## src/rtl/pipeline_pkg.sv

```systemverilog
// pipeline_pkg: shared fetch-stage types and constants for the MIPS pipeline
package pipeline_pkg;
    typedef enum logic [1:0] {FETCH, HELD, DISCARD} fetch_state_t;
    localparam logic [31:0] NOP_INSTR = 32'h0;
    localparam int PC_STEP = 4;
endpackage

```

## src/rtl/if_id_reg.sv

```systemverilog
// if_id_reg: pipeline register holding valid/instr/pc4 with flush > hold > load
// Ports: clk, rst_n (async active-low), flush (bubble), hold (freeze), load (capture instr_d/pc4_d),
//        valid/instr/pc4 (registered outputs; instr is NOP when not valid)
module if_id_reg
    import pipeline_pkg::*;
#(
    parameter int ADDR_W  = 32,
    parameter int INSTR_W = 32
) (
    input  logic               clk,
    input  logic               rst_n,
    input  logic               flush,
    input  logic               hold,
    input  logic               load,
    input  logic [INSTR_W-1:0] instr_d,
    input  logic [ADDR_W-1:0]  pc4_d,
    output logic               valid,
    output logic [INSTR_W-1:0] instr,
    output logic [ADDR_W-1:0]  pc4
);
    always_ff @(posedge clk or negedge rst_n)
        if (!rst_n) begin
            valid <= 1'b0;
            instr <= INSTR_W'(NOP_INSTR);
            pc4   <= '0;
        end else if (flush) begin
            valid <= 1'b0;
            instr <= INSTR_W'(NOP_INSTR);
        end else if (!hold) begin
            valid <= load;
            instr <= load ? instr_d : INSTR_W'(NOP_INSTR);
            if (load) pc4 <= pc4_d;
        end
endmodule

```

## src/rtl/fetch_stage_ctrl.sv

```systemverilog
// fetch_stage_ctrl: PC, imem handshake and IF/ID control honouring holdPC, IF_ID_Flush and branches
// Ports: clk, rst_n (async active-low); holdPC, IF_ID_Flush, branch_taken, branch_target (hazard ctrl);
//        imem_req/imem_addr out, imem_ready/imem_rdata in (instruction memory);
//        if_id_valid/if_id_instr/if_id_pc4 (decode-stage register); stall_cnt (saturating hold count)
module fetch_stage_ctrl
    import pipeline_pkg::*;
#(
    parameter int                ADDR_W   = 32,
    parameter int                INSTR_W  = 32,
    parameter logic [ADDR_W-1:0] RESET_PC = '0,
    parameter int                CNT_W    = 16
) (
    input  logic               clk,
    input  logic               rst_n,
    input  logic               holdPC,
    input  logic               IF_ID_Flush,
    input  logic               branch_taken,
    input  logic [ADDR_W-1:0]  branch_target,
    output logic               imem_req,
    output logic [ADDR_W-1:0]  imem_addr,
    input  logic               imem_ready,
    input  logic [INSTR_W-1:0] imem_rdata,
    output logic               if_id_valid,
    output logic [INSTR_W-1:0] if_id_instr,
    output logic [ADDR_W-1:0]  if_id_pc4,
    output logic [CNT_W-1:0]   stall_cnt
);
    fetch_state_t       state, state_nx;
    logic [ADDR_W-1:0]  pc, pc_nx, pc4, tgt, tgt_nx;
    logic [INSTR_W-1:0] skid_instr, cap_instr;
    logic               req_en, rdy, cap, skid_ld;

    // In HELD the PC is frozen, so the parked instruction's PC+4 is simply pc4.
    assign pc4       = pc + ADDR_W'(PC_STEP);
    assign imem_req  = req_en && state != HELD;
    assign imem_addr = pc;
    assign rdy       = imem_req && imem_ready;

    always_comb begin
        state_nx  = state;
        pc_nx     = pc;
        tgt_nx    = tgt;
        skid_ld   = 1'b0;
        cap       = 1'b0;
        cap_instr = imem_rdata;
        case (state)
            FETCH:
                if (branch_taken) begin
                    if (rdy) pc_nx = branch_target;
                    else begin
                        tgt_nx   = branch_target;
                        state_nx = DISCARD;
                    end
                end else if (rdy) begin
                    if (holdPC) begin
                        skid_ld  = 1'b1;
                        state_nx = HELD;
                    end else begin
                        pc_nx = pc4;
                        cap   = !IF_ID_Flush;
                    end
                end
            HELD: begin
                cap_instr = skid_instr;
                if (branch_taken) begin
                    pc_nx    = branch_target;
                    state_nx = FETCH;
                end else if (!holdPC) begin
                    pc_nx    = pc4;
                    cap      = !IF_ID_Flush;
                    state_nx = FETCH;
                end
            end
            DISCARD: begin
                if (branch_taken) tgt_nx = branch_target;
                if (rdy) begin
                    pc_nx    = tgt_nx;
                    state_nx = FETCH;
                end
            end
            default: state_nx = FETCH;
        endcase
    end

    always_ff @(posedge clk or negedge rst_n)
        if (!rst_n) begin
            state      <= FETCH;
            pc         <= RESET_PC;
            tgt        <= '0;
            skid_instr <= INSTR_W'(NOP_INSTR);
            req_en     <= 1'b0;
            stall_cnt  <= '0;
        end else begin
            state  <= state_nx;
            pc     <= pc_nx;
            tgt    <= tgt_nx;
            req_en <= 1'b1;
            if (skid_ld) skid_instr <= imem_rdata;
            if (holdPC && stall_cnt != '1) stall_cnt <= stall_cnt + 1'b1;
        end

    if_id_reg #(.ADDR_W(ADDR_W), .INSTR_W(INSTR_W)) u_if_id (
        .clk     (clk),
        .rst_n   (rst_n),
        .flush   (branch_taken || IF_ID_Flush),
        .hold    (holdPC),
        .load    (cap),
        .instr_d (cap_instr),
        .pc4_d   (pc4),
        .valid   (if_id_valid),
        .instr   (if_id_instr),
        .pc4     (if_id_pc4)
    );
endmodule
```

## config.mk

```make
export PLATFORM = sky130hd
export DESIGN_NAME = fetch_stage_ctrl
export DESIGN_NICKNAME = d
export VERILOG_FILES = /design/src/rtl/pipeline_pkg.sv /design/src/rtl/if_id_reg.sv /design/src/rtl/fetch_stage_ctrl.sv
export SDC_FILE = /design/constraint.sdc
export NUM_CORES = 1
export LEC_CHECK = 0
export ABC_AREA = 1
export CAP_MARGIN = 20
export CORE_MARGIN = 4
export CORE_UTILIZATION = 30
export CTS_CLUSTER_DIAMETER = 80
export DETAILED_ROUTE_END_ITERATION = 8
export SYNTH_ARGS = -nofsm -noshare
export SYNTH_HDL_FRONTEND = slang
export SYNTH_HIERARCHICAL = 1
export SYNTH_SLANG_ARGS = --single-unit
```

## constraint.sdc

```tcl
create_clock -name clk -period 1.9 [get_ports clk]
set_clock_uncertainty 0.2 [all_clocks]
set_input_delay 0.475 -clock clk [delete_from_list [all_inputs] [get_ports clk]]
set_output_delay 0.475 -clock clk [all_outputs]
set_load 0.05 [all_outputs]
```

==> impl_metrics.xml, run 1 <==
<?xml version="1.0" encoding="UTF-8"?>
<metrics>
  <group name="run_status">
    <metric name="result_of_the_run" unit="">finished, violations left</metric>
    <metric name="violations" unit="">negative setup slack</metric>
  </group>
  <group name="synth">
    <metric name="ys_ff_latch" unit="">180</metric>
    <metric name="synth_area_per_cell" unit="µm²">7.66</metric>
    <metric name="synth.area.top_cells" unit="">sky130_fd_sc_hd__dfrtp_1 (46%), sky130_fd_sc_hd__nand2_1 (19%), sky130_fd_sc_hd__o21ai_0 (4.7%)</metric>
    <metric name="syn_nets" unit="">1348</metric>
    <metric name="synth_fa_ha_area_share" unit="%">0.256</metric>
    <metric name="post_synth_inst_count" unit="">1276</metric>
    <metric name="synth-compound-area-share" unit="%">9.87</metric>
    <metric name="ys_warn_count" unit="">6</metric>
    <metric name="post_synthesis_cell_area" unit="mm²">0.00977</metric>
    <metric name="netlist.area_leader.share" unit="%">46.1</metric>
    <metric name="yosys_top_cell_by_area" unit="">sky130_fd_sc_hd__dfrtp_1</metric>
    <metric name="area_share_of_xor_xnor_cells_in_the_synthesized_design" unit="%">2.87</metric>
    <metric name="yosys-mux-area-fraction" unit="%">0.115</metric>
    <metric name="synth_cell_types" unit="">40</metric>
    <metric name="synth_top_family_by_area" unit="">simple AND/OR/NAND/NOR gates</metric>
    <metric name="synth-simple-area-share" unit="%">33.1</metric>
    <metric name="synth-seq-area-share" unit="%">46.1</metric>
  </group>
  <group name="power">
    <metric name="power.combinational.fraction" unit="%">52.1</metric>
    <metric name="total_switching_power" unit="W">0.00853</metric>
    <metric name="p_seq_share" unit="%">30.1</metric>
    <metric name="power_density" unit="mW/mm²">1320</metric>
    <metric name="netSwitchingFraction" unit="%">42.0</metric>
    <metric name="leakage" unit="nW">7.24</metric>
    <metric name="cellInternalPower" unit="W">0.0118</metric>
    <metric name="power.share.clock" unit="%">17.7</metric>
    <metric name="irDropWorstVdd" unit="µV">967</metric>
  </group>
  <group name="layout">
    <metric name="finalNonFillerCells" unit="">2011</metric>
    <metric name="num-nets-final" unit="">1634</metric>
    <metric name="final_cell_area" unit="mm²">0.0154</metric>
    <metric name="layout_common_cells" unit="">sky130_fd_sc_hd__nand2_1 (465), sky130_fd_sc_hd__dfrtp_1 (155), sky130_fd_sc_hd__buf_12 (133)</metric>
    <metric name="finalCoreUtilization" unit="%">48.2</metric>
    <metric name="fraction_of_final_layout_cells_sized_beyond_drive_strength_1" unit="%">30.3</metric>
    <metric name="area_growth" unit="%">57.4</metric>
    <metric name="most_common_library_cell_in_the_layout_ignoring_fill_and_taps" unit="">sky130_fd_sc_hd__nand2_1</metric>
  </group>
  <group name="grt">
    <metric name="antenna_violations_before_repair" unit="">1</metric>
    <metric name="total_global_routing_overflow" unit="">0</metric>
    <metric name="groute.usage.overall" unit="%">16.8</metric>
    <metric name="via_count_of_the_first_global_routing_pass" unit="">9027</metric>
    <metric name="grt_max_degree" unit="">66</metric>
    <metric name="grt_pass1_wl" unit="mm">48.4</metric>
  </group>
  <group name="floorplanning">
    <metric name="core_area" unit="mm²">0.0319</metric>
    <metric name="io-pin-count" unit="">184</metric>
    <metric name="rows" unit="">65</metric>
    <metric name="die_y" unit="µm">189</metric>
    <metric name="dieWidth" unit="µm">189</metric>
    <metric name="floorplan.initialDensity" unit="%">30.7</metric>
    <metric name="design.die.area" unit="mm²">0.0355</metric>
  </group>
  <group name="timing">
    <metric name="setup_slack" unit="ns">-0.0867</metric>
    <metric name="post-route-period-util" unit="%">105</metric>
    <metric name="hold-worst-slack" unit="ns">0.255</metric>
    <metric name="post-route-min-period" unit="ns">1.99</metric>
    <metric name="setup-violations-final" unit="">10</metric>
    <metric name="finalHoldViolCount" unit="">0</metric>
    <metric name="unrepaired_setup_endpoints_after_global_routing" unit="">true</metric>
    <metric name="finalMaxSlewViolations" unit="">0</metric>
    <metric name="max_clock_freq" unit="GHz">0.503</metric>
  </group>
  <group name="setup_path">
    <metric name="critical-path-max-stage-delay" unit="ns">0.40</metric>
    <metric name="timing.critical_path.to_type" unit="">primary output</metric>
    <metric name="crit_path_max_fanout" unit="">2</metric>
    <metric name="rr_worst_depth" unit="">11</metric>
    <metric name="start_kind" unit="">flop</metric>
    <metric name="critPathSlowestCell" unit="">sky130_fd_sc_hd__dfrtp_1</metric>
    <metric name="critical_path_class" unit="">flop to primary output</metric>
    <metric name="crit_chain" unit="">inv_2 -&gt; buf_6 -&gt; nor2_4 -&gt; nor2_2 -&gt; buf_6</metric>
    <metric name="critPathMostFrequentCell" unit="">sky130_fd_sc_hd__buf_6</metric>
    <metric name="arrival" unit="ns">1.31</metric>
    <metric name="critical_path_required" unit="ns">1.22</metric>
  </group>
  <group name="clock_tree">
    <metric name="clkSinkCount" unit="">180</metric>
    <metric name="clockRootBuffer" unit="">sky130_fd_sc_hd__clkbuf_16</metric>
    <metric name="maximum_clock_insertion_buffer_count" unit="">2</metric>
    <metric name="worstSkewPairLatency" unit="ns">0.44</metric>
    <metric name="htreeDepth" unit="">4</metric>
    <metric name="tritoncts" unit="">yes</metric>
    <metric name="cts_buffers" unit="">17</metric>
    <metric name="path_clk_slew" unit="ns">0.07</metric>
  </group>
  <group name="min_path">
    <metric name="min_path_type" unit="">input port to asynchronous set/reset pin</metric>
  </group>
  <group name="place">
    <metric name="gpl.final_weighted_congestion" unit="">0.851</metric>
    <metric name="dpl.hpwl" unit="mm">21.6</metric>
    <metric name="total_instance_count_after_detailed_placement" unit="">1939</metric>
    <metric name="numPortBuffers" unit="">183</metric>
    <metric name="setup_ws_pre_cts" unit="ns">-0.351</metric>
    <metric name="post_dp_cell_area" unit="mm²">0.0140</metric>
  </group>
  <group name="detailed_routing">
    <metric name="detail_route.iter0.violations" unit="">586</metric>
    <metric name="viasPerCell" unit="">4.66</metric>
    <metric name="drc_errors" unit="">0</metric>
    <metric name="drt.antenna.violating_nets" unit="">0</metric>
    <metric name="met3RoutedLength" unit="mm">1.63</metric>
    <metric name="drt-met1-wl" unit="mm">14.0</metric>
    <metric name="number_of_vias_after_detailed_routing" unit="">9375</metric>
    <metric name="detailroute.wirelength.met2" unit="mm">15.3</metric>
    <metric name="finalWirelength" unit="mm">31.2</metric>
    <metric name="drt_first_pass_iters" unit="">9</metric>
    <metric name="drt-wirelength-per-cell" unit="µm">15.5</metric>
    <metric name="uppermost_layer_routed" unit="">met4</metric>
  </group>
  <group name="job">
    <metric name="number_of_violations_of_the_max_capacitance_limit" unit="">0</metric>
  </group>
</metrics>
-- metrics by stage --
step	total power, W	TNS (ns)
after floorplan	0.0110	-0.0127
after global placement	0.0155	-42.97
after detailed placement	0.0157	-47.29
after CTS	0.0196	-0.190
after global routing	0.0214	-3.06
final	0.0203	-0.276
-- sequential cells by signal, summed over array words and instances (netlist names), 2 cells and up --
signal	count
u_if_id/pc4	32
imem_addr	32
stall_cnt	16
tgt	32
u_if_id/instr	32
state	2
skid_instr	32
-- power by group through the flow --
stage	sequential (W)	combinational (W)	clock (W)
floorplan	0.00766	0.00333	0
global placement	0.00611	0.00944	0
detailed placement	0.00615	0.00956	0
CTS	0.00610	0.00974	0.00371
global route	0.00626	0.0113	0.00385
finish	0.00612	0.0106	0.00359
-- worst max-delay path, delay by kind of cell (launching register included) --
| kind | cells | cell delay (ns) |
|---|---|---|
| DFF | 1 | 0.40 |
| buffers and inverters | 3 | 0.34 |
| and+or+nand+nor | 2 | 0.12 |
-- Yosys cell counts (all sizes together) --
master and n:
a21boi 1, a21oi 73, a31oi 13, and2 6, and3 1, buf 45, clkbuf 22, conb 1
dfrtp 180, ha 2, inv 79, mux2 1, nand2 504, nand3 87, nand3b 5, nand4 4
nor2 118, nor3 6, o2111ai 1, o21a 1, o21ai 98, or2 2, xnor2 7, xor2 19
-- metal layers --
layer  global-route usage, %  vias to the layer above
met3                    3.30                       23
li1                        -                     4625
met1                    23.0                     4480
met5                       0                        -
met2                    27.5                      247
met4                    3.81                        0
-- cell type report --
type,instances,area [µm²]
repair buffers,334,4500
fillers,2996,16500
flip-flops and latches,180,4540
well taps,435,544
diodes,1,2.50
multi-input cells,950,4930
inverters,79,299
clock buffers,21,450
clock inverters,11,128
-- cell families (layout without fill, tap and decap cells) --
| kind of cell | Yosys count | in the layout |
|---|---|---|
| AND/OR/NAND/NOR | 733 | 733 |
| AO/OA/AOI/OAI | 187 | 187 |
| flip-flops | 180 | 180 |
| buffers and inverters | 146 | 445 |
| XOR/XNOR | 26 | 26 |
| adder cells (fa/ha/maj) | 2 | 2 |
| other | 1 | 2 |
| multiplexers | 1 | 1 |
-- path summary, 6_finish.rpt --
path                            slack, ns       endpoint         start
worst max-delay path                -0.09       imem_req      state[0]
worst min-delay path                 0.26   stall_cnt[3]         rst_n
max in group asynchronous            0.63  imem_addr[19]         rst_n
worst min register to register       0.29         tgt[9]        tgt[9]
worst max register to register      -0.08  imem_addr[19]  imem_addr[3]
min in group clk                     0.29         tgt[9]        tgt[9]
-- timing repair --
action,4_1_cts,5_1_grt
gates cloned,0,5
hold buffers,1,0
buffers inserted,8,29
pin swaps,12,55
resized for setup,18,99
endpoints found under the setup margin,9,162
endpoints found under the hold margin,97,0
No activity file was read; power rests on OpenSTA's default activity.
==> inputs of run 2 (changes only) <==
--- a/config.mk
+++ b/config.mk
@@ -6,7 +6,7 @@
 export NUM_CORES = 1
 export LEC_CHECK = 0
 export ABC_AREA = 1
-export CAP_MARGIN = 20
+export CAP_MARGIN = 10
 export CORE_MARGIN = 4
 export CORE_UTILIZATION = 30
 export CTS_CLUSTER_DIAMETER = 80
==> results of run 2 <==
The final DEF is identical to that of run 1; final timing and power are the same.
==> inputs of run 3 (changes only) <==
--- a/config.mk
+++ b/config.mk
@@ -11,6 +11,8 @@
 export CORE_UTILIZATION = 30
 export CTS_CLUSTER_DIAMETER = 80
 export DETAILED_ROUTE_END_ITERATION = 8
+export DONT_BUFFER_PORTS = 1
+export SLEW_MARGIN = 10
 export SYNTH_ARGS = -nofsm -noshare
 export SYNTH_HDL_FRONTEND = slang
 export SYNTH_HIERARCHICAL = 1
==> impl_metrics.xml, run 3 (synthesis gave the netlist of run 1 again) <==
<?xml version="1.0" encoding="UTF-8"?>
<metrics>
  <group name="run_status">
    <metric name="violations" unit="">negative hold slack, negative setup slack</metric>
    <metric name="result_of_the_run" unit="">finished, violations left</metric>
  </group>
  <group name="power">
    <metric name="netSwitchingFraction" unit="%">44.7</metric>
    <metric name="power.share.clock" unit="%">21.3</metric>
    <metric name="power.combinational.fraction" unit="%">42.1</metric>
    <metric name="p_seq_share" unit="%">36.6</metric>
    <metric name="cellInternalPower" unit="W">0.00967</metric>
    <metric name="irDropWorstVdd" unit="µV">943</metric>
    <metric name="leakage" unit="nW">5.75</metric>
    <metric name="power_density" unit="mW/mm²">1470</metric>
    <metric name="total_switching_power" unit="W">0.00782</metric>
  </group>
  <group name="layout">
    <metric name="fraction_of_final_layout_cells_sized_beyond_drive_strength_1" unit="%">20.6</metric>
    <metric name="layout_common_cells" unit="">sky130_fd_sc_hd__nand2_1 (485), sky130_fd_sc_hd__dfrtp_1 (156), sky130_fd_sc_hd__o21ai_0 (91)</metric>
    <metric name="num-nets-final" unit="">1426</metric>
    <metric name="area_growth" unit="%">21.5</metric>
    <metric name="finalCoreUtilization" unit="%">37.3</metric>
    <metric name="finalNonFillerCells" unit="">1802</metric>
    <metric name="most_common_library_cell_in_the_layout_ignoring_fill_and_taps" unit="">sky130_fd_sc_hd__nand2_1</metric>
    <metric name="ff_latch_area" unit="mm²">0.00453</metric>
    <metric name="multiInputGateArea" unit="mm²">0.00472</metric>
    <metric name="antenna_cells" unit="">0</metric>
    <metric name="final.fill_count" unit="">3327</metric>
  </group>
  <group name="grt">
    <metric name="total_global_routing_overflow" unit="">0</metric>
    <metric name="antenna_violations_before_repair" unit="">0</metric>
    <metric name="grt_max_degree" unit="">181</metric>
    <metric name="grt_pass1_wl" unit="mm">46.8</metric>
    <metric name="groute.usage.overall" unit="%">16.4</metric>
    <metric name="via_count_of_the_first_global_routing_pass" unit="">8120</metric>
  </group>
  <group name="timing">
    <metric name="hold-worst-slack" unit="ns">-0.457</metric>
    <metric name="setup-violations-final" unit="">1</metric>
    <metric name="finalMaxSlewViolations" unit="">0</metric>
    <metric name="rel_slew_slack" unit="%">59.3</metric>
    <metric name="post-route-min-period" unit="ns">1.91</metric>
    <metric name="max_clock_freq" unit="GHz">0.524</metric>
    <metric name="finalHoldViolCount" unit="">180</metric>
    <metric name="setup_slack" unit="ns">-0.00886</metric>
    <metric name="unrepaired_setup_endpoints_after_global_routing" unit="">true</metric>
    <metric name="post-route-period-util" unit="%">100</metric>
    <metric name="worst_slew_pin_slew" unit="ns">0.610</metric>
  </group>
  <group name="job">
    <metric name="number_of_violations_of_the_max_capacitance_limit" unit="">0</metric>
  </group>
  <group name="detailed_routing">
    <metric name="drc_errors" unit="">0</metric>
    <metric name="viasPerCell" unit="">4.68</metric>
    <metric name="number_of_vias_after_detailed_routing" unit="">8440</metric>
    <metric name="detail_route.iter0.violations" unit="">456</metric>
    <metric name="finalWirelength" unit="mm">29.1</metric>
    <metric name="drt.antenna.violating_nets" unit="">0</metric>
    <metric name="drt-wirelength-per-cell" unit="µm">16.1</metric>
    <metric name="drt_first_pass_iters" unit="">4</metric>
  </group>
  <group name="clock_tree">
    <metric name="path_clk_slew" unit="ns">0.07</metric>
    <metric name="cts_buffers" unit="">17</metric>
    <metric name="maximum_clock_insertion_buffer_count" unit="">2</metric>
    <metric name="worstSkewPairLatency" unit="ns">0.44</metric>
    <metric name="cts_hold_repair.buffers" unit="">22</metric>
    <metric name="htreeDepth" unit="">4</metric>
    <metric name="clkSinkCount" unit="">180</metric>
    <metric name="clockRootBuffer" unit="">sky130_fd_sc_hd__clkbuf_16</metric>
    <metric name="tritoncts" unit="">yes</metric>
  </group>
  <group name="setup_path">
    <metric name="critical_path_required" unit="ns">1.22</metric>
    <metric name="crit_path_max_fanout" unit="">3</metric>
    <metric name="critical_path.endpoint" unit="">imem_req</metric>
    <metric name="critical_path_class" unit="">flop to primary output</metric>
    <metric name="crit_path_start" unit="">state[0]</metric>
    <metric name="regToRegSetupSlack" unit="ns">0.03</metric>
    <metric name="r2r_end" unit="">u_if_id/pc4[19]</metric>
    <metric name="start_kind" unit="">flop</metric>
    <metric name="arrival" unit="ns">1.23</metric>
    <metric name="worstReg2RegStart" unit="">imem_addr[4]</metric>
    <metric name="rr_worst_depth" unit="">11</metric>
    <metric name="timing.critical_path.to_type" unit="">primary output</metric>
  </group>
  <group name="floorplanning">
    <metric name="design.die.area" unit="mm²">0.0355</metric>
    <metric name="dieWidth" unit="µm">189</metric>
    <metric name="io-pin-count" unit="">184</metric>
    <metric name="core_area" unit="mm²">0.0319</metric>
    <metric name="floorplan.initialDensity" unit="%">30.7</metric>
    <metric name="die_y" unit="µm">189</metric>
    <metric name="rows" unit="">65</metric>
  </group>
  <group name="min_path">
    <metric name="min_path_type" unit="">input port to asynchronous set/reset pin</metric>
  </group>
  <group name="place">
    <metric name="total_instance_count_after_detailed_placement" unit="">1729</metric>
    <metric name="gpl.final_weighted_congestion" unit="">0.848</metric>
    <metric name="numPortBuffers" unit="">0</metric>
    <metric name="dpl.hpwl" unit="mm">20.0</metric>
  </group>
</metrics>
run 3: timing repair:
item,in CTS,in global routing
hold endpoints to repair,202,180
pin swaps,1,18
endpoints found under the setup margin,11,54
setup buffers,10,9
resized for setup,10,47
run 3: layer usage:
metal | track usage, % | vias up | part of all wire [%]
met1 | 22.0 | 3979 | 45
li1 | - | 4202 | -
met4 | 3.76 | 0 | 1.4
met2 | 25.9 | 233 | 46
met3 | 5.46 | 26 | 7.7
met5 | 0 | - | 0
run 3: worst min path at each step:
stage / from / endpoint / cells after the start
after floorplan: rst_n / imem_addr[0] / 0
after global placement: rst_n / u_if_id/instr[12] / 0
after detailed placement: rst_n / u_if_id/instr[15] / 0
after CTS: rst_n / tgt[6] / 0
after global routing: rst_n / stall_cnt[5] / 0
final: rst_n / u_if_id/instr[14] / 0
run 3: worst max-delay path, stage by stage (launching register included):
cell and delay [ns]:
sky130_fd_sc_hd__dfrtp_1 0.40, sky130_fd_sc_hd__inv_2 0.10, sky130_fd_sc_hd__nor2_4 0.05, sky130_fd_sc_hd__nor2_4 0.10, sky130_fd_sc_hd__buf_12 0.15
run 3: through the flow:
stage | cell area (µm²) | setup TNS (ns) | worst slack, ns | power (W)
after floorplan | 9830 | -0.0127 | -0.0127 | 0.0110
after global placement | 10700 | -0.430 | -0.119 | 0.0131
after detailed placement | 10700 | -0.361 | -0.0942 | 0.0133
after CTS | 11600 | -0.0783 | -0.0783 | 0.0173
after global routing | 11900 | -0.822 | -0.0664 | 0.0186
final | 11900 | -0.00886 | -0.00886 | 0.0175
run 3: final cells by class:
type / count / area share, %
inverter: 79 / 2.50
tap: 435 / 4.58
sequential: 180 / 38.2
clock buffer: 19 / 3.81
clock inverter: 13 / 1.22
multi-input combinational: 950 / 39.7
timing repair buffer: 126 / 9.98
run 3: power by group through the flow:
stage               combinational [W]  clock, W  sequential [W]
detailed placement            0.00675         0         0.00653
global route                  0.00811   0.00399         0.00655
finish                        0.00737   0.00372         0.00640
CTS                           0.00707   0.00384         0.00640
global placement              0.00665         0         0.00648
floorplan                     0.00333         0         0.00766
